### config.mk
export PLATFORM = sky130hd
export DESIGN_NAME = inttofloat
export DESIGN_NICKNAME = d
export VERILOG_FILES = /design/src/rtl/inttofloat.sv
export SDC_FILE = /design/constraint.sdc
export NUM_CORES = 1
export LEC_CHECK = 0
export CAP_MARGIN = 20
export CORE_MARGIN = 10
export CORE_UTILIZATION = 47
export DETAILED_ROUTE_END_ITERATION = 16
export PLACE_DENSITY = 0.81
export SYNTH_ARGS = -nofsm -noshare
export SYNTH_HDL_FRONTEND = slang
export SYNTH_SLANG_ARGS = --single-unit
export TNS_END_PERCENT = 50
### constraint.sdc
create_clock -name clk -period 1.56 [get_ports clk]
set_input_delay 0.312 -clock clk [delete_from_list [all_inputs] [get_ports clk]]
set_output_delay 0.312 -clock clk [all_outputs]
set_load 0.02 [all_outputs]
### src/rtl/inttofloat.sv
// -----------------------------------------------------------------------------
// inttofloat
//
// Converts a signed 16-bit two's-complement sample into an IEEE-754
// single-precision float. The magnitude is normalised one bit per clock:
// it is shifted left until its MSB is set, and the exponent is decremented
// once per shift. Every 16-bit integer fits exactly in a 24-bit significand,
// so no rounding is ever needed.
//
// A start/busy/done handshake allows one instance to be time-shared by a
// sequencer.
//
// Ports
//   clk       in   1   rising-edge clock
//   reset     in   1   asynchronous, active-low reset (0 = in reset)
//   start     in   1   conversion request, sampled only while idle
//   intin     in  16   signed operand, captured on the accepting edge
//   floatout  out 32   {sign, exp[7:0], frac[22:0]}; held until the next result
//   busy      out  1   high while normalising
//   done      out  1   floatout is valid for the last accepted start
//
// Latency: a zero operand completes on the accepting edge. A nonzero operand
// whose magnitude has its MSB at bit k completes 16-k edges after the
// accepting edge. The worst case is 17 edges in total.
// -----------------------------------------------------------------------------
module inttofloat (
    input  logic        clk,
    input  logic        reset,
    input  logic        start,
    input  logic [15:0] intin,
    output logic [31:0] floatout,
    output logic        busy,
    output logic        done
);

    typedef enum logic {
        IDLE = 1'b0,
        NORM = 1'b1
    } state_t;

    // 127 (bias) + 15: the exponent of a magnitude whose MSB is already at bit 15.
    localparam logic [7:0] EXP_START = 8'd142;

    state_t      state_reg, state_next;
    logic        sign_reg,  sign_next;
    logic [15:0] mag_reg,   mag_next;
    logic [7:0]  exp_reg,   exp_next;
    logic [31:0] float_reg, float_next;
    logic        done_reg,  done_next;

    // Absolute value of the operand.
    // -32768 negates to 0x8000, which is the correct unsigned magnitude.
    logic [15:0] abs_in;
    assign abs_in = intin[15] ? (~intin + 16'd1) : intin;

    // -------------------------------------------------------------------------
    // State register
    // -------------------------------------------------------------------------
    always_ff @(posedge clk or negedge reset) begin
        if (!reset) begin
            state_reg <= IDLE;
            sign_reg  <= 1'b0;
            mag_reg   <= 16'd0;
            exp_reg   <= 8'd0;
            float_reg <= 32'd0;
            done_reg  <= 1'b0;
        end else begin
            state_reg <= state_next;
            sign_reg  <= sign_next;
            mag_reg   <= mag_next;
            exp_reg   <= exp_next;
            float_reg <= float_next;
            done_reg  <= done_next;
        end
    end

    // -------------------------------------------------------------------------
    // Next-state logic
    // -------------------------------------------------------------------------
    always_comb begin
        state_next = state_reg;
        sign_next  = sign_reg;
        mag_next   = mag_reg;
        exp_next   = exp_reg;
        float_next = float_reg;
        done_next  = done_reg;

        case (state_reg)
            IDLE: begin
                if (start) begin
                    done_next = 1'b0;
                    sign_next = intin[15];
                    mag_next  = abs_in;
                    exp_next  = EXP_START;
                    if (intin == 16'd0) begin
                        // Zero has no leading one to normalise. It finishes on
                        // the accepting edge and always yields positive zero.
                        sign_next  = 1'b0;
                        float_next = 32'd0;
                        done_next  = 1'b1;
                    end else begin
                        state_next = NORM;
                    end
                end
            end

            NORM: begin
                if (mag_reg[15]) begin
                    // The leading one becomes the implicit bit. The remaining
                    // 15 bits are the top of the 23-bit fraction.
                    float_next = {sign_reg, exp_reg, mag_reg[14:0], 8'b0};
                    done_next  = 1'b1;
                    state_next = IDLE;
                end else begin
                    mag_next = {mag_reg[14:0], 1'b0};
                    exp_next = exp_reg - 8'd1;
                end
            end

            default: begin
                state_next = IDLE;
            end
        endcase
    end

    assign floatout = float_reg;
    assign done     = done_reg;
    assign busy     = (state_reg == NORM);

endmodule

# Word level (Yosys, flattened, before mapping)

Index checks and enable logic that the tools add are counted.

Bits in registers: 59
Output and inout bits: 34
Word-level logic and storage cells: 40
Input bits: 19

Equality and inequality tests: 4
Add/subtract/negate cells: 2
Multiplexer cells: 20
Bitwise gates (word level): 2
Reductions and logical operators: 5

Operator list:

| operator                                                                 | number |
|---|---|
| 32-bit 2-to-1 mux                                                        | 3 |
| 32-bit case mux with 2 select lines                                      | 1 |
| 16-bit 2-to-1 mux                                                        | 3 |
| 16-bit case mux with 2 select lines                                      | 1 |
| 16-bit by 1-bit adder with 16-bit output (second input constant)         | 1 |
| 16-bit zero test                                                         | 1 |
| 8-bit 2-to-1 mux                                                         | 2 |
| 16-bit NOT                                                               | 1 |
| 8-bit case mux with 2 select lines                                       | 1 |
| 8-bit by 1-bit subtractor with 8-bit output (second input constant)      | 1 |
| 1-bit 2-to-1 mux                                                         | 7 |
| 2-bit inequality test (second input constant)                            | 3 |
| 2-bit AND reduction                                                      | 3 |
| 1-bit case mux with 2 select lines                                       | 2 |
| 3-bit AND reduction                                                      | 1 |
| 2-bit by 1-bit inequality test with 1-bit output (second input constant) | 1 |
| 1-bit NOT                                                                | 1 |

# Logic depth before layout (Yosys ltp)

Word-level depth: 5
Depth in mapped cells: 7
Mapped depth without buffers: 6

# Worst setup path before layout

No wires, ideal clock.

Path kind: input -> register
From: input intin[0]
To: register float_reg[10] (netlist: floatout[10])
Setup slack: -0.045 ns
Cell stages on the path: 7
Buffers on the path: 1
Setup time: 0.120 ns
Data arrival time: 1.485 ns
Data required time: 1.440 ns
Cell sequence: inv_1 -> ha_1 -> nor4b_4 -> nand3_2 -> nor3_4 -> buf_6 -> a21oi_1

Longest elaborated chain between the ends: 3

Ends and longest elaborated chain:

| item                            | line | text |
|---|---|---|
| start, declared                 | 30   | `input logic [15:0] intin,` |
| 16-bit zero test                | 95   | `if (intin == 16'd0) begin` |
| 2-bit inequality test (no line) | n/a  |  |
| 3-bit AND reduction (no line)   | n/a  |  |
| end signal, assigned            | 72   | `float_reg <= float_next;` |
| end, declared                   | 48   | `logic [31:0] float_reg, float_next;` |

No other way between the ends.
A chain may end at the register's enable or synchronous reset.

# Worst setup path in the final report

From: input intin[15]
To: register float_reg[14] (netlist: floatout[14])

The elaborated chain is that of the path after synthesis.

==> results_dict.tcl <==
set metrics [dict create \
    status "complete, no violations" \
    vias 2600 \
    drive_above_1_share 0.2163 \
    arrival_ps 1730 \
    diodes 0 \
    synth_top_family_by_area "simple AND/OR/NAND/NOR gates" \
    clk_pin_slew_worst_paths_ps 90 \
    ys_seq_area_frac 0.4620 \
    synth_top_cell_by_area "dfrtp_1" \
    fin_skew_ps 4.754 \
    place_inst 447 \
    synth_edf_count 0 \
    syn_inst 303 \
    die_h_um 96.67 \
    overflow 0 \
    fillers 474 \
    dp_hpwl_mm 5.351 \
    synthMuxAreaShare 0.05299 \
    highest_layer "met4" \
    setup_violations 0 \
    hold_path_class "input port to register" \
    antenna_found_initial 0 \
    synth_area_per_cell_um2 9.118 \
    cp_cell_sequence "clkdlybuf4s50_1, nor3_1, nand2_2, nor3_4, buf_12, clkbuf_16, a21oi_1" \
    drt-pass1-iter-count 5 \
    die_area_mm2 0.009344 \
    drc 0 \
    synth_area_mm2 0.002763 \
    slowest_delay_ps 500 \
    ys_warn_count 0 \
    max_freq_mhz 650.3 \
    grt_max_degree 52 \
    synth_top_area_frac 0.4620 \
    synthArstFlopShare 1.000 \
    finalHoldViolCount 0 \
    synth_area_leaders "dfrtp_1, nand2_1, a21oi_1" \
    via_per_inst 5.591 \
    clk_latency_ps 300 \
    whs_ps 406.7 \
    p_leak_nw 1.774 \
    syn_to_final_growth_pct 36.55 \
    ys_ff_latch 51 \
    grt_pass1_wl_mm 11.71 \
    cts_tree "done" \
    ant_nets 0 \
    ir_drop_uv 688.2 \
    crit_required_ps 1750 \
    grt_pass1_vias 2480 \
    port_buffers 44 \
    power_density_mw_per_mm2 1604 \
    cts_buffers 5 \
    finalCriticalPeriod_ps 1538 \
    start_util 0.4926 \
    dpl_worst_slack_ps -543.1 \
    wl_per_cell_um 16.02 \
    yosysUniqueCellTypes 51 \
    startpoint_type "input port" \
    fp.dieW_um 96.67 \
    min_period_over_period 0.9858 \
    drt-initial-drc-count 196 \
    design.core.area_mm2 0.005608 \
    stdcell_count 465 \
    wl_mm 7.449 \
    routed-wl-met3_um 354 \
    cp_slowest_cell "clkdlybuf4s50_1" \
    grt_usage 0.1433 \
    cap_violations 0 \
    endpoint_kind "register" \
    largest_reg_flops 24 \
    synthFlopType "dfrtp_1" \
    cts_buffer_depth 2 \
    synth_xor_area_frac 0.03170 \
    rows 27 \
    fin_nets 413 \
    crit_type "input port to register" \
    ys_top_cells_by_count "nand2_1, dfrtp_1, a21oi_1" \
    synth_compound_area_frac 0.1771 \
    cts_htree_levels 2 \
    synth_most_common_cell "nand2_1" \
    drt-met1-wl_mm 3.255 \
    fin_ws_ps 22.21 \
    slew_viol_final 0 \
    pin_count 53 \
    critical_path.max_fanout 12 \
    routabilityCongestion 0.9035 \
    wl_met2_mm 3.723 \
    yosys.area_share.simple 0.2052 \
    clock-sinks 51 \
    synthAdderAreaFrac 0.009058 \
    root_buffer "clkbuf_8" \
]
[placed cells by master (no fill, tap or decap), types with 2 or more instances in the layout]
| cell | count |
|---|---|
| nand2_1 | 60 |
| dfrtp_1 | 51 |
| buf_4 | 47 |
| a21oi_1 | 39 |
| dlygate4sd2_1 | 31 |
| nor2_1 | 14 |
| o21ai_0 | 14 |
| mux2i_1 | 9 |
| conb_1 | 8 |
| xnor2_1 | 7 |
| o31ai_1 | 5 |
| o211ai_1 | 5 |
| mux2_2 | 5 |
| clkbuf_8 | 5 |
| dlymetal6s2s_1 | 5 |
| clkdlybuf4s50_1 | 5 |
| inv_1 | 4 |
| nor3_1 | 4 |
| nand4_1 | 4 |
| buf_12 | 4 |
| a311oi_1 | 3 |
| nor3b_1 | 3 |
| xor2_1 | 3 |
| buf_6 | 3 |
| inv_2 | 2 |
| nand2b_1 | 2 |
| nor3_2 | 2 |
| nor3_4 | 2 |
| a21o_1 | 2 |
| o221ai_1 | 2 |
| a31oi_1 | 2 |
| nor2b_1 | 2 |
| o22ai_1 | 2 |
| nand3_1 | 2 |
| or4_1 | 2 |
| nor4_1 | 2 |
| clkbuf_16 | 2 |
| clkbuf_2 | 2 |
[layer usage]
layer / global-route usage / vias to the layer above
li1: - / 1229
met5: 0 / -
met3: 0.02200 / 13
met2: 0.2382 / 109
met1: 0.1809 / 1249
met4: 0.05637 / 0
[logic make-up after synthesis]
| logic type | count (synthesis) |
|---|---|
| other | 1 |
| AOI/OAI and AO/OA | 82 |
| xor gates and xnor gates | 10 |
| and+or+nand+nor | 111 |
| buffers and inverters | 32 |
| DFF | 51 |
| muxes | 14 |
| adders and majority gates | 2 |
[final cells by class]
cell class | count | area (um^2) | area share
clock buffers | 6 | 72.57 | 0.01924
clock inverters | 2 | 12.51 | 0.003317
inverters | 6 | 22.52 | 0.005970
multi-input cells | 227 | 1373 | 0.3638
flip-flops and latches | 51 | 1276 | 0.3383
well taps | 72 | 90.09 | 0.02388
repair buffers | 101 | 925.9 | 0.2454
[worst max-delay path: cells and delay by family]
family	cells	cell delay, ps
compound gates	1	50
buf+inv	3	800
simple gates	3	570
[final timing paths]
path                            cells past startpoint            startpoint  slack [ps]                       end
worst min register to register                      2  sign_reg$_DFFE_PN0P_         500      sign_reg$_DFFE_PN0P_
worst max-delay path                                7             intin[15]          20  floatout[14]$_DFFE_PN0P_
worst min-delay path                                4              intin[0]         410    mag_reg[0]$_DFFE_PN0P_
max in group asynchronous                           3                 reset         800  floatout[11]$_DFFE_PN0P_
worst max register to register                      6        busy$_DFF_PN0_          70  floatout[14]$_DFFE_PN0P_
min in group asynchronous                           3                 reset         510      sign_reg$_DFFE_PN0P_
[repair_timing]
action                     in CTS  in global routing
buffers inserted                2                  5
setup endpoints to repair      61                 33
pin swaps                       7                  9
gates resized for setup        40                 14
hold endpoints to repair       15                  0
gates cloned                    0                  2
hold buffers                    1                  0
[metrics by stage]
step / setup TNS [ps] / instance area (um^2) / total power [mW] / util
2_1_floorplan: -29.59 / 2789 / 4.131 / -
3_3_place_gp: -17230 / 3560 / 5.366 / 0.6348
3_5_place_dp: -19320 / 3560 / 5.515 / 0.6348
4_1_cts: 0 / 3650 / 6.035 / 0.6508
5_1_grt: -309.7 / 3772 / 6.502 / 0.6727
6_report: 0 / 3772 / 6.051 / 0.6727
[report_power, final]
group / total [mW] / switching [mW] / internal (mW)
clock network: 0.735 / 0.421 / 0.314
registers: 2.31 / 0.429 / 1.88
logic: 3.01 / 1.68 / 1.33
total: 6.05 / 2.53 / 3.52
Power figures use the tool's default switching activity.
